--- src/rtl/serial_tx.sv ---
// Parallel-in, serial-out frame transmitter: start bit, DATA_W data bits LSB first, stop bit.
// Each bit is held for CLKS_PER_BIT clocks; tx idles high.
module serial_tx #(
  parameter int DATA_W       = 8,
  parameter int CLKS_PER_BIT = 4
) (
  input  logic              clk,
  input  logic              reset,
  input  logic [DATA_W-1:0] data_in,
  input  logic              valid,
  output logic              ready,
  output logic              tx,
  output logic              busy,
  output logic              done
);

  localparam int CW = (CLKS_PER_BIT > 1) ? $clog2(CLKS_PER_BIT) : 1;
  localparam int BW = (DATA_W > 1) ? $clog2(DATA_W) : 1;
  localparam logic [CW-1:0] BAUD_LAST = CW'(CLKS_PER_BIT - 1);
  localparam logic [BW-1:0] BIT_LAST  = BW'(DATA_W - 1);

  typedef enum logic [1:0] {IDLE, START, DATA, STOP} state_t;

  state_t            state_q;
  logic [DATA_W-1:0] shift_q;
  logic [DATA_W-1:0] shift_nxt;
  logic [BW-1:0]     bit_q;
  logic [CW-1:0]     baud_q;
  logic              tx_q;
  logic              done_q;
  logic              baud_last;

  assign baud_last = (baud_q == BAUD_LAST);
  // Shift through a full-width temporary so DATA_W=1 never indexes past bit 0.
  assign shift_nxt = shift_q >> 1;

  always_ff @(posedge clk or posedge reset) begin
    if (reset) begin
      state_q <= IDLE;
      shift_q <= '0;
      bit_q   <= '0;
      baud_q  <= '0;
      tx_q    <= 1'b1;
      done_q  <= 1'b0;
    end else begin
      done_q <= 1'b0;
      if (state_q != IDLE) begin
        baud_q <= baud_last ? '0 : baud_q + CW'(1);
      end
      case (state_q)
        IDLE: begin
          if (valid) begin
            shift_q <= data_in;
            state_q <= START;
            tx_q    <= 1'b0;
            baud_q  <= '0;
          end
        end
        START: begin
          if (baud_last) begin
            state_q <= DATA;
            tx_q    <= shift_q[0];
            bit_q   <= '0;
          end
        end
        DATA: begin
          if (baud_last) begin
            if (bit_q == BIT_LAST) begin
              state_q <= STOP;
              tx_q    <= 1'b1;
            end else begin
              shift_q <= shift_nxt;
              tx_q    <= shift_nxt[0];
              bit_q   <= bit_q + BW'(1);
            end
          end
        end
        STOP: begin
          if (baud_last) begin
            state_q <= IDLE;
            done_q  <= 1'b1;
          end
        end
        default: state_q <= IDLE;
      endcase
    end
  end

  assign ready = (state_q == IDLE);
  assign busy  = (state_q != IDLE);
  assign tx    = tx_q;
  assign done  = done_q;

endmodule

--- config.mk ---
export PLATFORM = sky130hd
export DESIGN_NAME = serial_tx
export DESIGN_NICKNAME = d
export VERILOG_FILES = /design/src/rtl/serial_tx.sv
export SDC_FILE = /design/constraint.sdc
export NUM_CORES = 1
export LEC_CHECK = 0
export CORE_AREA = 2 2 45 47
export CTS_CLUSTER_SIZE = 30
export DETAILED_ROUTE_END_ITERATION = 6
export DIE_AREA = 0 0 47 49
export PLACE_DENSITY = 0.83
export SLEW_MARGIN = 10
export SYNTH_ARGS = -nofsm -noshare
export SYNTH_HDL_FRONTEND = slang
export SYNTH_SLANG_ARGS = --single-unit
--- constraint.sdc ---
create_clock -name clk -period 5.5 [get_ports clk]
set_clock_uncertainty 0.2 [all_clocks]
set_input_delay 0.55 -clock clk [delete_from_list [all_inputs] [get_ports clk]]
set_output_delay 0.55 -clock clk [all_outputs]
set_load 0.005 [all_outputs]
== After elaboration in Yosys (flattened, before gate mapping) ==
Cells that the tools add are included.

* Eq/ne operators: 11
* Reductions and logical operators: 9
* Muxes and demuxes: 25
* Add/subtract/negate cells: 2

{| class="wikitable"
|+ Operators with widths
! operator !! number
|-
| two-way mux 8 bit || 3
|-
| two-way mux 2 bit || 9
|-
| case mux 8 bit (2 select lines) || 1
|-
| inequality test 2 bit, second input constant || 6
|-
| AND reduction 4 bit || 3
|-
| two-way mux 3 bit || 3
|-
| case mux 2 bit (4 select lines) || 1
|-
| == test 2 bit, second input constant || 3
|-
| two-way mux 1 bit || 6
|-
| case mux 3 bit (2 select lines) || 1
|-
| nonzero test 2 bit || 3
|-
| AND reduction 5 bit || 1
|-
| adder 3 x 1 -> 3 bit, second input constant || 1
|-
| == test 3 bit, second input constant || 1
|-
| case mux 1 bit (3 select lines) || 1
|-
| nonzero test 3 bit || 1
|-
| adder 2 x 1 -> 2 bit, second input constant || 1
|-
| == test 2 x 1 -> 1 bit, second input constant || 1
|-
| zero test 2 bit || 1
|}

* Register bits after elaboration: 17
* Word-level logic and storage cells: 53

== Longest topological paths before layout ==
Gate-level depths: netlist (run 1).

* Depth in word-level cells: 5
* Gate-level depth with buffers: 7
* Depth with buffers taken out: 5

== Worst setup path after synthesis (run 1) ==
OpenSTA, ideal clock, no wires.

* Kind: register -> register
* From: reg state_q[0]
* To: reg shift_q[4]
* Buffers on the path: 2
* Data arrival time: 1829 ps
* Setup time: 127 ps
* Cell stages (with the launch flop): 7
* Clock period less this slack: 2157 ps
* Slack: 3343 ps
* Cells stage by stage: dfrtp_1 > inv_1 > ha_1 > clkbuf_1 > clkbuf_1 > mux2_2 > mux2_1

* Longest elaborated chain between the ends: 3
* Elaborated cells on any way between the ends: 8
* Classes of those cells: eq/ne (4); mux (1); reduce/logical (3)

{| class="wikitable"
|+ RTL lines
! item !! line !! source
|-
| start, declared || 24 || <nowiki>state_t state_q;</nowiki>
|-
| start signal, assigned || 39 || <nowiki>state_q <= IDLE;</nowiki>
|-
| start signal, assigned || 54 || <nowiki>state_q <= START;</nowiki>
|-
| start signal, assigned || 61 || <nowiki>state_q <= DATA;</nowiki>
|-
| == test 2 bit / zero test 2 bit (equally long branches) || 50 || <nowiki>case (state_q)</nowiki>
|-
| inequality test 2 bit (no source line) / nonzero test 2 bit (equally long branches) || - ||
|-
| AND reduction 4 bit (no source line) || - ||
|-
| end signal, assigned || 53 || <nowiki>shift_q <= data_in;</nowiki>
|-
| end signal, assigned || 72 || <nowiki>shift_q <= shift_nxt;</nowiki>
|-
| end, declared || 25 || <nowiki>logic [DATA_W-1:0] shift_q;</nowiki>
|}

Several ways; a longest one is shown, not always the timed one.
A chain may end at the register's enable or synchronous reset.

== Final worst setup path (run 1) ==
* From: reg state_q[0]
* To: out busy

* Longest elaborated chain between the ends: 1

{| class="wikitable"
|+ RTL lines
! item !! line !! source
|-
| nonzero test 2 bit || 90 || <nowiki>assign busy = (state_q != IDLE);</nowiki>
|-
| end, declared || 13 || <nowiki>output logic busy,</nowiki>
|}

No other way between the ends.

==> out/qor.yml, run 1 <==
yosys:
  ys_ff_latch: 17
  avgSynthCellArea_um2: 11.8
  synth_cell_type_count: 24
  synthMuxAreaShare: 0.201
  synth_edf_count: 0
  synth.top_cell.area_share: 0.419
  synth_nets: 100
  ys_seq_area_frac: 0.447
  synth_xor_xnor_area_share: 0
  async_reset_ff_frac: 1.00
  syn_area_um2: 955
  synth_commonest_cells: "16 x dfrtp_1, 16 x mux2_2, 8 x ha_1"
  netlist_instances: 81
  synth_top_area_cell: "dfrtp_1"
  synthTopCellsByArea: "dfrtp_1 42%, mux2_2 19%, ha_1 10%"
  synth-simple-area-share: 0.0826
  synth_compound_area_frac: 0.134
  synth_top_family_by_area: "multiplexers"
  synth-adder-area-share: 0.105
  ys_warn_count: 0
  synth_flop_cell: "dfrtp_1"
grt:
  grt_pass1_wl_mm: 2.88
  grt_usage: 0.173
  grt_max_degree: 18
  antenna_found_initial: 0
  overflow: 0
  grt_pass1_vias: 655
critical_path:
  endpoint_kind: "primary output"
  crit_arrival_ps: 1660
  path_class: "flip-flop to primary output"
  cp.required_ps: 4750
  worstPathMaxFanout: 6
  cp-start-kind: "flip-flop"
clocking:
  clock_latency_ps: 280
  clockBufferDepth: 2
  cts_hold_buffers: 0
  root_buffer: "clkbuf_4"
  ctsResizeCount: 0
  path_clk_slew_ps: 100
  clock_sinks: 17
  post_cts_buffers: 0
  htree_levels: 1
  cts_buffers: 3
  tritoncts: "built"
place:
  globalplace.congestion: 0.763
  io_buffers: 14
  dp_hpwl_mm: 1.32
  dp_worst_setup_slack_ps: 3150
route:
  wire_per_inst_um: 13.9
  ant_nets: 0
  wl_mm: 1.72
  drt_iter0_markers: 6
  drt-pass1-iter-count: 4
  vias_per_cell: 5.34
  drc: 0
  vias: 662
floorplan:
  start_util: 0.518
  dieArea_um2: 2300
  rows: 16
  die_h_um: 49
  dieWidth_um: 47
  core_area_um2: 1840
  boundaryPins: 15
power:
  power_density_nw_per_um2: 588
  p_leak_uw: 0.000498
  irDropWorstVdd_mv: 0.352
cells_and_area:
  nFillCells: 163
  layout-drive-gt1-share: 0.237
  final_nets: 117
  syn2layout_area_growth_pct: 20.2
  multi_input_area_um2: 498
  diodes: 0
  seq_area_um2: 427
sta:
  tightest_slew_ps: 641
  rsz0062_at_grt: "false"
  fmax_ghz: 0.415
  setup-violations-final: 0
  drv_slew: 0
  worst_slack_ps: 3090
  relSlewSlack: 0.573
  hold_viol_final: 0
  period_minus_slack_ps: 2410
  finalCritPeriodShare: 0.438
  tns_ps: 0
min_path:
  hp-class: "flip-flop to flip-flop"
flow_run:
  drv_cap: 0
run_status:
  outcome: "completed"
layout by cell type, fill, tap and decap left out:
cell type	instances
nand2_1	7
mux2_1	1
mux2_2	16
dfstp_2	1
nand2b_1	3
inv_1	5
clkdlybuf4s50_1	14
a221oi_4	1
ha_1	8
dfrtp_1	16
a21boi_0	1
and2_1	1
o31ai_1	1
nor2_1	1
or2_2	1
nor3_1	1
clkbuf_1	1
o221ai_1	1
a211oi_1	1
nor2b_1	2
inv_2	1
a21oi_1	1
o211a_1	1
clkbuf_4	3
a22o_1	4
o21ai_0	4
flip-flops by register name (all words and copies together), names as in the netlist:
name / flops
done: 1
baud_q: 2
state_q: 2
bit_q: 3
shift_q: 8
tx: 1
path summary, 6_finish.rpt:
| kind | from | end | slack (ps) | cells after the start |
|---|---|---|---|---|
| worst max-delay path | state_q[0] | busy | 3090 | 4 |
| worst min-delay path | shift_q[4] | shift_q[4] | 290 | 1 |
| worst max register to register | state_q[0] | tx | 3140 | 5 |
| worst min register to register | shift_q[4] | shift_q[4] | 290 | 1 |
| max in group asynchronous | reset | shift_q[3] | 4250 | 2 |
| min in group asynchronous | reset | done | 450 | 2 |
critical path: stages, from the launching register on:
cell and delay, ps:
dfrtp_1 400, inv_1 100, ha_1 270, inv_1 110, clkdlybuf4s50_1 510
layout make-up:
| class | instances | share of cell area |
|---|---|---|
| Inverter | 6 | 0.0196 |
| Multi-Input combinational cell | 56 | 0.434 |
| Sequential cell | 17 | 0.372 |
| Timing Repair Buffer | 14 | 0.122 |
| Tap cell | 27 | 0.0294 |
| Clock buffer | 4 | 0.0229 |
cell families (layout without fill, tap and decap cells):
| kind of cell | Yosys count | after routing |
|---|---|---|
| mux | 17 | 17 |
| simple gates | 16 | 16 |
| fa+ha+maj | 8 | 8 |
| flops | 17 | 17 |
| buf+inv | 8 | 24 |
| compound gates | 15 | 15 |
report_power, final:
part / internal [µW] / total, µW / switching (µW) / leakage [µW]
clock network: 28.1 / 64.7 / 36.6 / 0.0000150
logic: 208 / 383 / 176 / 0.000286
registers: 188 / 227 / 39.5 / 0.000198
routing by layer:
layer,track usage,up-vias,part of all wire
met5,0,-,0
met4,0.0648,0,0.021
met3,0.0259,4,0.027
met2,0.285,14,0.48
met1,0.221,327,0.47
li1,-,317,-
stage by stage:
stage | cells | instance area [µm²] | utilization | total power (µW) | hold WS, ps
floorplan | 81 | 955 | - | 513 | 252
global placement | 120 | 1120 | 0.609 | 586 | 269
detailed placement | 120 | 1120 | 0.609 | 614 | 277
CTS | 124 | 1150 | 0.623 | 678 | 298
global route | 124 | 1150 | 0.623 | 727 | 322
finish | 124 | 1150 | 0.623 | 675 | 292
Power figures use the tool's default switching activity.
==> run 2: changes to the inputs <==
--- a/config.mk
+++ b/config.mk
@@ -5,11 +5,11 @@
 export SDC_FILE = /design/constraint.sdc
 export NUM_CORES = 1
 export LEC_CHECK = 0
-export CORE_AREA = 2 2 45 47
+export CORE_AREA = 2 2 47 49
 export CTS_CLUSTER_SIZE = 30
 export DETAILED_ROUTE_END_ITERATION = 6
-export DIE_AREA = 0 0 47 49
-export PLACE_DENSITY = 0.83
+export DIE_AREA = 0 0 49 51
+export PLACE_DENSITY = 0.77
 export SLEW_MARGIN = 10
 export SYNTH_ARGS = -nofsm -noshare
 export SYNTH_HDL_FRONTEND = slang
==> constraint.sdc (replaced) <==
create_clock -name clk -period 2.41 [get_ports clk]
set_clock_uncertainty 0.2 [all_clocks]
set_input_delay 0.241 -clock clk [delete_from_list [all_inputs] [get_ports clk]]
set_output_delay 0.241 -clock clk [all_outputs]
set_load 0.005 [all_outputs]
==> run 2 against run 1 <==
Via count shrank 2.9%. First-iteration DRC count is the same. Global-route usage shrank 3.8 points. Core utilization shrank 6.3 points. Die area grew 8.5%. Cell count grew 1.6%. Total power grew 130%. Cell area grew 0.76%. Sequential power grew 130%.
==> out/qor.yml, run 2 (synthesis gave the netlist of run 1 again) <==
place:
  dp_hpwl_mm: 1.20
  io_buffers: 14
  globalplace.congestion: 0.790
  place_area_um2: 1130
  dp_worst_setup_slack_ps: 137
route:
  vias_per_cell: 5.10
  wl_mm: 1.54
  wire_per_inst_um: 12.2
  drt_iter0_markers: 6
  drc: 0
  drt-pass1-iter-count: 4
  ant_nets: 0
  vias: 643
cells_and_area:
  diodes: 0
  final_nets: 118
  final_area_um2: 1160
  reg_top3: "shift_q x8, bit_q x3"
  regMostFlops: "shift_q"
  layout-drive-gt1-share: 0.245
  nFillCells: 184
  syn2layout_area_growth_pct: 21.1
  mostFrequentLayoutCells: "16 x mux2_2, 16 x dfrtp_1, 14 x clkdlybuf4s50_1"
  largest_reg_flops: 8
critical_path:
  reg2reg_slack_ps: 140
  r2r-end: "shift_q[3]"
  cp_num_cells: 5
  rr_worst_depth: 5
  r2r-start: "bit_q[0]"
  worst_path_max_delay_cell: "a221oi_4"
  cp-start-kind: "flip-flop"
  crit_path_frequent_cell: "ha_1"
  cpPeakStageDelay_ps: 470
  path_cells: "ha_1 -> ha_1 -> nand2b_1 -> a221oi_4 -> mux2_2"
  crit_family: "compound AO/OA/AOI/OAI gates"
  crit_arrival_ps: 2240
  worstPathMaxFanout: 8
  path_class: "flip-flop to flip-flop"
  endpoint_kind: "flip-flop"
  critPathBufInv: 0
  cp.required_ps: 2380
sta:
  tns_ps: 0
  drv_slew: 0
  period_minus_slack_ps: 2270
  relSlewSlack: 0.567
  fmax_ghz: 0.441
  finalCritPeriodShare: 0.942
  rsz0062_at_grt: "false"
  hold_viol_final: 0
  tightest_slew_ps: 649
  worst_slack_ps: 141
  setup-violations-final: 0
power:
  p_leak_uw: 0.000504
  irDropWorstVdd_mv: 0.793
  power_density_nw_per_um2: 1320
clocking:
  htree_levels: 1
  post_cts_buffers: 0
  clock_latency_ps: 280
  tritoncts: "built"
  path_clk_slew_ps: 90
  ctsResizeCount: 0
  cts_hold_buffers: 0
  clockBufferDepth: 2
  root_buffer: "clkbuf_4"
  cts_buffers: 3
  clock_sinks: 17
floorplan:
  dieWidth_um: 49
  start_util: 0.463
  die_h_um: 51
  boundaryPins: 15
  dieArea_um2: 2500
  rows: 17
  core_area_um2: 2060
min_path:
  hp-class: "primary input to asynchronous set/reset pin"
flow_run:
  drv_cap: 0
grt:
  grt_usage: 0.135
  grt_pass1_vias: 605
  antenna_found_initial: 0
  grt_pass1_wl_mm: 2.59
  overflow: 0
  grt_max_degree: 18
run_status:
  outcome: "completed"
==> run 2: changes by cell type in the layout (fill, tap and decap cells not counted) <==
cell / delta
buf_4: +1
==> run 2: where the power goes <==
group | switching (µW) | leakage, µW | internal [µW]
sequential | 83.1 | 0.000198 | 428
clock | 82.9 | 0.0000150 | 64.2
combinational | 381 | 0.000291 | 482
==> run 2: layout make-up <==
cell class	count	area [µm²]	share of cell area
well taps	28	35.0	0.0303
repair buffers	15	148	0.128
flip-flops and latches	17	427	0.369
clock buffers	4	26.3	0.0227
inverters	6	22.5	0.0195
multi-input cells	56	498	0.431
==> run 2: how the worst max path moves through the flow <==
stage	to	slack (ps)	startpoint
after floorplan	shift_q[4]	250	state_q[0]
final	shift_q[3]	140	bit_q[0]
after detailed placement	shift_q[3]	140	bit_q[0]
after global placement	shift_q[5]	190	bit_q[0]
after global routing	shift_q[0]	40	bit_q[0]
after CTS	shift_q[3]	130	bit_q[0]
==> run 2: stage by stage <==
step | power, µW | hold WS, ps | utilization | instances
floorplan | 1170 | -33.7 | - | 81
global placement | 1350 | 271 | 0.548 | 122
detailed placement | 1390 | 283 | 0.548 | 122
CTS | 1540 | 155 | 0.560 | 126
global route | 1650 | 218 | 0.560 | 126
finish | 1520 | 137 | 0.560 | 126
==> run 2: layer usage <==
| layer | wire [µm] | track usage | vias to the layer above |
|---|---|---|---|
| li1 | - | - | 321 |
| met1 | 727 | 0.165 | 309 |
| met2 | 748 | 0.235 | 9 |
| met3 | 42 | 0.0263 | 4 |
| met4 | 19 | 0.0571 | 0 |
| met5 | 0 | 0 | - |
